<file path="config.mk">
export PLATFORM = sky130hd
export DESIGN_NAME = pf_vf_route_lookup
export DESIGN_NICKNAME = d
export VERILOG_FILES = /design/src/rtl/pf_vf_route_lookup_pkg.sv /design/src/rtl/pf_vf_route_prio_enc.sv /design/src/rtl/pf_vf_route_lookup.sv
export SDC_FILE = /design/constraint.sdc
export NUM_CORES = 1
export LEC_CHECK = 0
export BUFFER_PORTS_ARGS = -buffer_cell sky130_fd_sc_hd__buf_2
export CORE_UTILIZATION = 35
export DETAILED_ROUTE_END_ITERATION = 7
export PLACE_DENSITY = 0.61
export SYNTH_ARGS = -nofsm -noshare
export SYNTH_HDL_FRONTEND = slang
export SYNTH_HIERARCHICAL = 1
export SYNTH_SLANG_ARGS = --single-unit
</file>
<file path="constraint.sdc">
create_clock -name clk -period 21.8 [get_ports clk]
set_clock_uncertainty 0.15 [all_clocks]
set_input_delay 1.09 -clock clk [delete_from_list [all_inputs] [get_ports clk]]
set_output_delay 1.09 -clock clk [all_outputs]
set_load 0.02 [all_outputs]
</file>
<file path="src/rtl/pf_vf_route_lookup_pkg.sv">
// Shared types for the PF/VF routing table: entry layout and the per-entry match rule.
package pf_vf_route_pkg;

    localparam int PF_W = 3;
    localparam int VF_W = 11;

    typedef struct packed {
        logic            valid;
        logic            vf_active;
        logic            pf_any;
        logic            vf_any;
        logic [PF_W-1:0] pf;
        logic [VF_W-1:0] vf;
        logic [7:0]      port;
    } t_route_entry;

    // vf_active has no wildcard: PF-only traffic never hits a VF entry and vice versa.
    function automatic logic route_entry_matches(
        input t_route_entry    entry,
        input logic [PF_W-1:0] pf,
        input logic [VF_W-1:0] vf,
        input logic            vf_active
    );
        return entry.valid
            && (entry.vf_active == vf_active)
            && (entry.pf_any || (entry.pf == pf))
            && (entry.vf_any || (entry.vf == vf));
    endfunction

endpackage

</file>
<file path="src/rtl/pf_vf_route_prio_enc.sv">
// Lowest-set-bit encoder: reports whether any bit is set and the index of the lowest one.
module pf_vf_route_prio_enc #(
    parameter int  NUM_ENTRIES = 16,
    localparam int IDX_W       = (NUM_ENTRIES > 1) ? $clog2(NUM_ENTRIES) : 1
) (
    input  logic [NUM_ENTRIES-1:0] i_vec,
    output logic                   o_hit,
    output logic [IDX_W-1:0]       o_idx
);

    always_comb begin
        o_hit = |i_vec;
        o_idx = '0;
        // Scan downwards so the lowest set bit is the last one written.
        for (int i = NUM_ENTRIES - 1; i >= 0; i--) begin
            if (i_vec[i]) begin
                o_idx = IDX_W'(i);
            end
        end
    end

endmodule

</file>
<file path="src/rtl/pf_vf_route_lookup.sv">
// Runtime-programmable PF/VF -> MUX port routing table, two-stage stall-all lookup pipeline.
module pf_vf_route_lookup
    import pf_vf_route_pkg::*;
#(
    parameter int  NUM_ENTRIES  = 16,
    parameter int  NUM_PORTS    = 8,
    parameter int  TAG_WIDTH    = 8,
    parameter int  DEFAULT_PORT = 0,
    localparam int PORT_W       = (NUM_PORTS > 1) ? $clog2(NUM_PORTS) : 1,
    localparam int IDX_W        = (NUM_ENTRIES > 1) ? $clog2(NUM_ENTRIES) : 1,
    localparam int ENTRY_W      = $bits(t_route_entry)
) (
    input  logic                 clk,
    input  logic                 rst,
    input  logic                 req_valid,
    output logic                 req_ready,
    input  logic [PF_W-1:0]      req_pf,
    input  logic [VF_W-1:0]      req_vf,
    input  logic                 req_vf_active,
    input  logic [TAG_WIDTH-1:0] req_tag,
    output logic                 rsp_valid,
    input  logic                 rsp_ready,
    output logic [PORT_W-1:0]    rsp_port,
    output logic                 rsp_miss,
    output logic [TAG_WIDTH-1:0] rsp_tag,
    input  logic                 tbl_wr_en,
    input  logic [IDX_W-1:0]     tbl_wr_idx,
    input  logic [ENTRY_W-1:0]   tbl_wr_entry,
    output logic [31:0]          miss_count
);

    t_route_entry                       r_tbl [NUM_ENTRIES];
    logic                               r_vld_p1;
    logic [NUM_ENTRIES-1:0]             r_match_p1;
    logic [NUM_ENTRIES-1:0][PORT_W-1:0] r_ports_p1;
    logic [TAG_WIDTH-1:0]               r_tag_p1;
    logic                               r_vld_p2;
    logic [PORT_W-1:0]                  r_port_p2;
    logic                               r_miss_p2;
    logic [TAG_WIDTH-1:0]               r_tag_p2;
    logic [31:0]                        r_miss_count;

    logic                               w_stall;
    logic                               w_accept;
    t_route_entry                       w_wr_entry;
    t_route_entry                       w_wr_store;
    logic                               w_wr_idx_ok;
    logic                               w_wr_port_ok;
    logic [NUM_ENTRIES-1:0]             w_match;
    logic [NUM_ENTRIES-1:0][PORT_W-1:0] w_ports;
    logic                               w_hit;
    logic [IDX_W-1:0]                   w_idx;

    assign w_stall   = r_vld_p2 && !rsp_ready;
    assign req_ready = !w_stall;
    assign w_accept  = req_valid && req_ready;

    assign w_wr_entry   = t_route_entry'(tbl_wr_entry);
    assign w_wr_idx_ok  = 32'(tbl_wr_idx) < 32'(NUM_ENTRIES);
    assign w_wr_port_ok = 32'(w_wr_entry.port) < 32'(NUM_PORTS);

    // An out-of-range port is kept but can never be selected.
    always_comb begin
        w_wr_store       = w_wr_entry;
        w_wr_store.valid = w_wr_entry.valid && w_wr_port_ok;
    end

    always_ff @(posedge clk or posedge rst) begin
        if (rst) begin
            for (int i = 0; i < NUM_ENTRIES; i++) begin
                r_tbl[i] <= '0;
            end
        end else if (tbl_wr_en && w_wr_idx_ok) begin
            r_tbl[tbl_wr_idx] <= w_wr_store;
        end
    end

    // Ports are snapshotted with the match vector so a write landing while the
    // request sits in S1 cannot change its routing decision.
    always_comb begin
        w_match = '0;
        w_ports = '0;
        for (int i = 0; i < NUM_ENTRIES; i++) begin
            w_match[i] = route_entry_matches(r_tbl[i], req_pf, req_vf, req_vf_active);
            w_ports[i] = PORT_W'(r_tbl[i].port);
        end
    end

    // ---- S1: match vector, port snapshot, tag ----
    always_ff @(posedge clk or posedge rst) begin
        if (rst) begin
            r_vld_p1 <= 1'b0;
        end else if (!w_stall) begin
            r_vld_p1 <= w_accept;
        end
    end

    always_ff @(posedge clk) begin
        if (!w_stall && w_accept) begin
            r_match_p1 <= w_match;
            r_ports_p1 <= w_ports;
            r_tag_p1   <= req_tag;
        end
    end

    pf_vf_route_prio_enc #(
        .NUM_ENTRIES(NUM_ENTRIES)
    ) u_prio_enc (
        .i_vec(r_match_p1),
        .o_hit(w_hit),
        .o_idx(w_idx)
    );

    // ---- S2: priority-encoded routing decision drives rsp_* ----
    always_ff @(posedge clk or posedge rst) begin
        if (rst) begin
            r_vld_p2 <= 1'b0;
        end else if (!w_stall) begin
            r_vld_p2 <= r_vld_p1;
        end
    end

    always_ff @(posedge clk or posedge rst) begin
        if (rst) begin
            r_port_p2 <= PORT_W'(DEFAULT_PORT);
            r_miss_p2 <= 1'b0;
            r_tag_p2  <= '0;
        end else if (!w_stall && r_vld_p1) begin
            r_port_p2 <= w_hit ? r_ports_p1[w_idx] : PORT_W'(DEFAULT_PORT);
            r_miss_p2 <= !w_hit;
            r_tag_p2  <= r_tag_p1;
        end
    end

    always_ff @(posedge clk or posedge rst) begin
        if (rst) begin
            r_miss_count <= '0;
        end else if (r_vld_p2 && rsp_ready && r_miss_p2 && (r_miss_count != 32'hFFFF_FFFF)) begin
            r_miss_count <= r_miss_count + 32'd1;
        end
    end

    assign rsp_valid  = r_vld_p2;
    assign rsp_port   = r_port_p2;
    assign rsp_miss   = r_miss_p2;
    assign rsp_tag    = r_tag_p2;
    assign miss_count = r_miss_count;

endmodule
</file>
==> run summary <==
The cell area that synthesis handed to floorplanning was between 0.02 and 0.025 mm^2. The wire length per cell after detailed routing is about 21 um. The buffer type at the clock tree root is clkbuf_16.

The tightest min-delay check is of the reg -> reg type. The max-slew violation count is 0. TritonCTS built the clock tree.

The leakage power of the design came out at about 0.0098 uW. The critical path required time came out at around 22 ns. The number of failing hold endpoints at the final stage was 0. The number of buffers and inverters on the critical path is 1.

The number of buffers created by CTS came out at between 40 and 50. Yosys printed 6 warnings. The global routing stage identified its most utilized layer as met2. The worst voltage drop across the vdd grid came out at around 0.061 mV. For this run, the share of the core covered by cells in the final layout is about two fifths. The width of the die is between 200 and 250 um. The synthesized design devotes to its leading area cell type between 40 and 50% of total area. The I/O pin count is approximately 100. For this run, the slowest stage of the critical path takes 0.97 ns. The final critical path time including I/O delays and setup came out at 3.20 ns. The final hold slack is 0.287 ns. The sum of overflow across all layers after global routing is 0. The sequential-to-total area share from yosys stat came out at around 58%. The top achievable clock speed is between 300 and 400 MHz. After routing, the total negative slack on setup checks comes to 0 ns.

The initial core utilization came out at between 30% and 40%. The highest net fanout along the worst path is 22. The register bit count reported by yosys is 454. The fraction of registers with async set/reset is a little over four fifths. The net count after synthesis is around 1500. The predominant post-synthesis flop cell is dfrtp_1.

The kind of critical path is in -> reg. Across every metal layer, demand over resource in global routing totals around 17%. Dividing the final minimum period by the clock period gives 14.7%. The mean post-synth cell area came out at approximately 14 um^2. In this run the power density over the cells is 100 mW/mm^2. The number of enable flip-flop cells after synthesis came out at 72.

After clock tree synthesis, the setup repair step added 0 buffers. The first TritonRoute pass finished after 7 iterations. The total length of routed wires came out at 48400 um. The detailed router placed 11800 vias in this run.

The number of H-tree branching levels came out at 2. The number of resized instances in the post-cts repair step is 0. The data arrival time at the worst-slack endpoint is ~3.5 ns. The wire length of the first global-routing pass is 75600 um. The largest net degree at the start of global routing is 130. The sink count of the clock tree is between 400 and 500.

Headroom to the max-slew limit came out at 15.1%. The wire-length estimate of the detail-placed layout is around 30000 um. The run finished with clean final reports. The count of nets left with antenna violations once routing finished came out at 0. The maximum buffer depth of the clock tree came out at 3.

The area added between synthesis and finish came out at 14.1%. The post-CTS clock slew at the launch and capture registers of the worst setup and hold paths is 0.06 ns. The number of antenna violations at the first check in global routing came to 2. The quantity of I/O buffers inserted on ports came out at a little over 100. The vertical die dimension came out at roughly 240 um.

Global routing consumed, on the met1 layer, 22.8% of the routing resources. The average via count per standard cell came out at just over 5. The via count of the first global-routing pass was 12300.

Setup violations remaining at the end of the flow were counted as 0. After floorplanning, the core was sized to cover 0.0568 mm^2. On the critical path, the stage with the largest delay is an instance of nand3b_1. Setup repair after global routing left no endpoint under its margin. The count of routing violations after the opening detailed-route iteration came out at 722.

The routability congestion estimate from global placement came out at ~0.81. The critical path goes through buf_2 -> nor3b_1 -> nand3b_1 -> mux2_2. The floorplan step defined a die boundary enclosing 0.0589 mm^2. Buffers inserted to repair hold after CTS numbered 0. Summed over all instances, the cell type with the most area after synthesis is dfrtp_1. STA classifies the critical path endpoint as a register. In the post-synthesis netlist, the biggest area contributors are dfrtp_1 47%, mux2_2 18%, edfxtp_1 11%, xor2_1 8.4%, xnor2_1 3.3%. The transition time at the pin with the least slew margin came out at 1.27 ns.

In the global route stage, met3 resource usage came out at approximately 2.6%. After floorplanning, the core was divided into 87 placement rows. STA classifies the critical path startpoint as a primary input.

dfrtp_1 is the most common cell in the netlist. The fraction of met2 tracks used by global routing came out at a little over a quarter. Synthesis handed over a netlist of ~1500 instances. Broken down by cell family, the worst path's largest delay share belongs to simple AND/OR/NAND/NOR gates.

Cells with a size suffix above 1 make up a little over a third of the layout. The net count of the finished layout is between 1500 and 2000. In the synthesized netlist, the cells that appear most often are 382 x dfrtp_1, 329 x mux2_2, 194 x xor2_1. For the worst-skew pair, the clock arrives at the later sink with an insertion delay of 0.59 ns. The number of distinct standard cells referenced by the synthesized netlist is 48. For this run, design rule violations remaining after detail routing come to 0. The count of maximum capacitance violations came out at 0.
## stage by stage
stage	setup slack (ns)	cells	total power [uW]	instance area (um^2)
after floorplan	9.95	1475	1390	20300
after global placement	18.13	2255	1470	21500
after detailed placement	18.06	2255	1490	21500
after CTS	18.69	2344	2350	23100
after global routing	18.43	2344	2430	23100
final	18.60	2345	2320	23100
## metal layers
metal | vias to the layer above | routed length, um | part of all wire [%]
li1 | 5353 | - | -
met1 | 6164 | 22200 | 46
met5 | - | 34 | 0.070
met4 | 4 | 1240 | 2.6
met3 | 77 | 1880 | 3.9
met2 | 213 | 23100 | 48
## cell type report
type | instances | area (um^2)
inverters | 8 | 37.5
well taps | 756 | 946
diodes | 1 | 2.50
flip-flops and latches | 454 | 11700
clock buffers | 67 | 1380
clock inverters | 22 | 270
multi-input cells | 918 | 8130
fillers | 5320 | 33700
repair buffers | 119 | 636
## final timing paths
check	from	to	cells after the start	slack, ns
worst max-delay path	tbl_wr_idx[0]	r_tbl[359]	4	18.60
worst min-delay path	r_tbl[365]	r_ports_p1[4]	0	0.29
worst max register to register	r_match_p1[14]	rsp_port[0]	10	19.05
worst min register to register	r_tbl[365]	r_ports_p1[4]	0	0.29
max in group asynchronous	rst	miss_count[30]	4	18.86
min in group asynchronous	rst	r_tbl[191]	2	0.53
## power breakdown
part / internal (uW) / switching (uW) / total [uW]
Clock: 505 / 342 / 848
Combinational: 191 / 161 / 352
Sequential: 1030 / 93.7 / 1120
## registers in the layout, indices dropped and copies added (netlist names)
name,count
rsp_tag,8
r_tag_p1,8
rsp_miss,1
r_ports_p1,48
r_match_p1,16
rsp_valid,1
r_vld_p1,1
r_tbl,336
miss_count,32
rsp_port,3
## cell usage in the layout (no fill, tap or decap), types with 2 or more instances in the layout
cell,count
nand3_1,20
and3_1,4
mux4_2,12
nand4_1,12
inv_16,2
nor2_1,17
inv_1,7
nand2b_1,5
clkbuf_16,49
or3_1,4
nor4_1,38
mux2_2,329
xor2_1,194
nor3_1,38
a22oi_1,3
buf_4,16
and4_1,5
clkbuf_8,9
edfxtp_1,72
dfrtp_1,382
o21ai_0,21
clkinv_2,12
nor2_2,10
nand2_1,51
a31oi_1,34
nor2b_1,2
nor3_2,2
xnor2_1,76
clkbuf_1,9
buf_2,103
or4_4,2
nand3b_1,5
o31ai_1,10
bufinv_16,5
a21oi_1,6
## kinds of logic after synthesis
logic type,after synthesis,synth area share (%)
flip-flops,454,57.8
multiplexers,342,19.7
XOR/XNOR,270,11.7
AND/OR/NAND/NOR,225,5.99
buffers and inverters,103,2.20
AO/OA/AOI/OAI,80,2.57
adder cells (fa/ha/maj),1,0.0617
No activity file was read; power rests on OpenSTA's default activity.
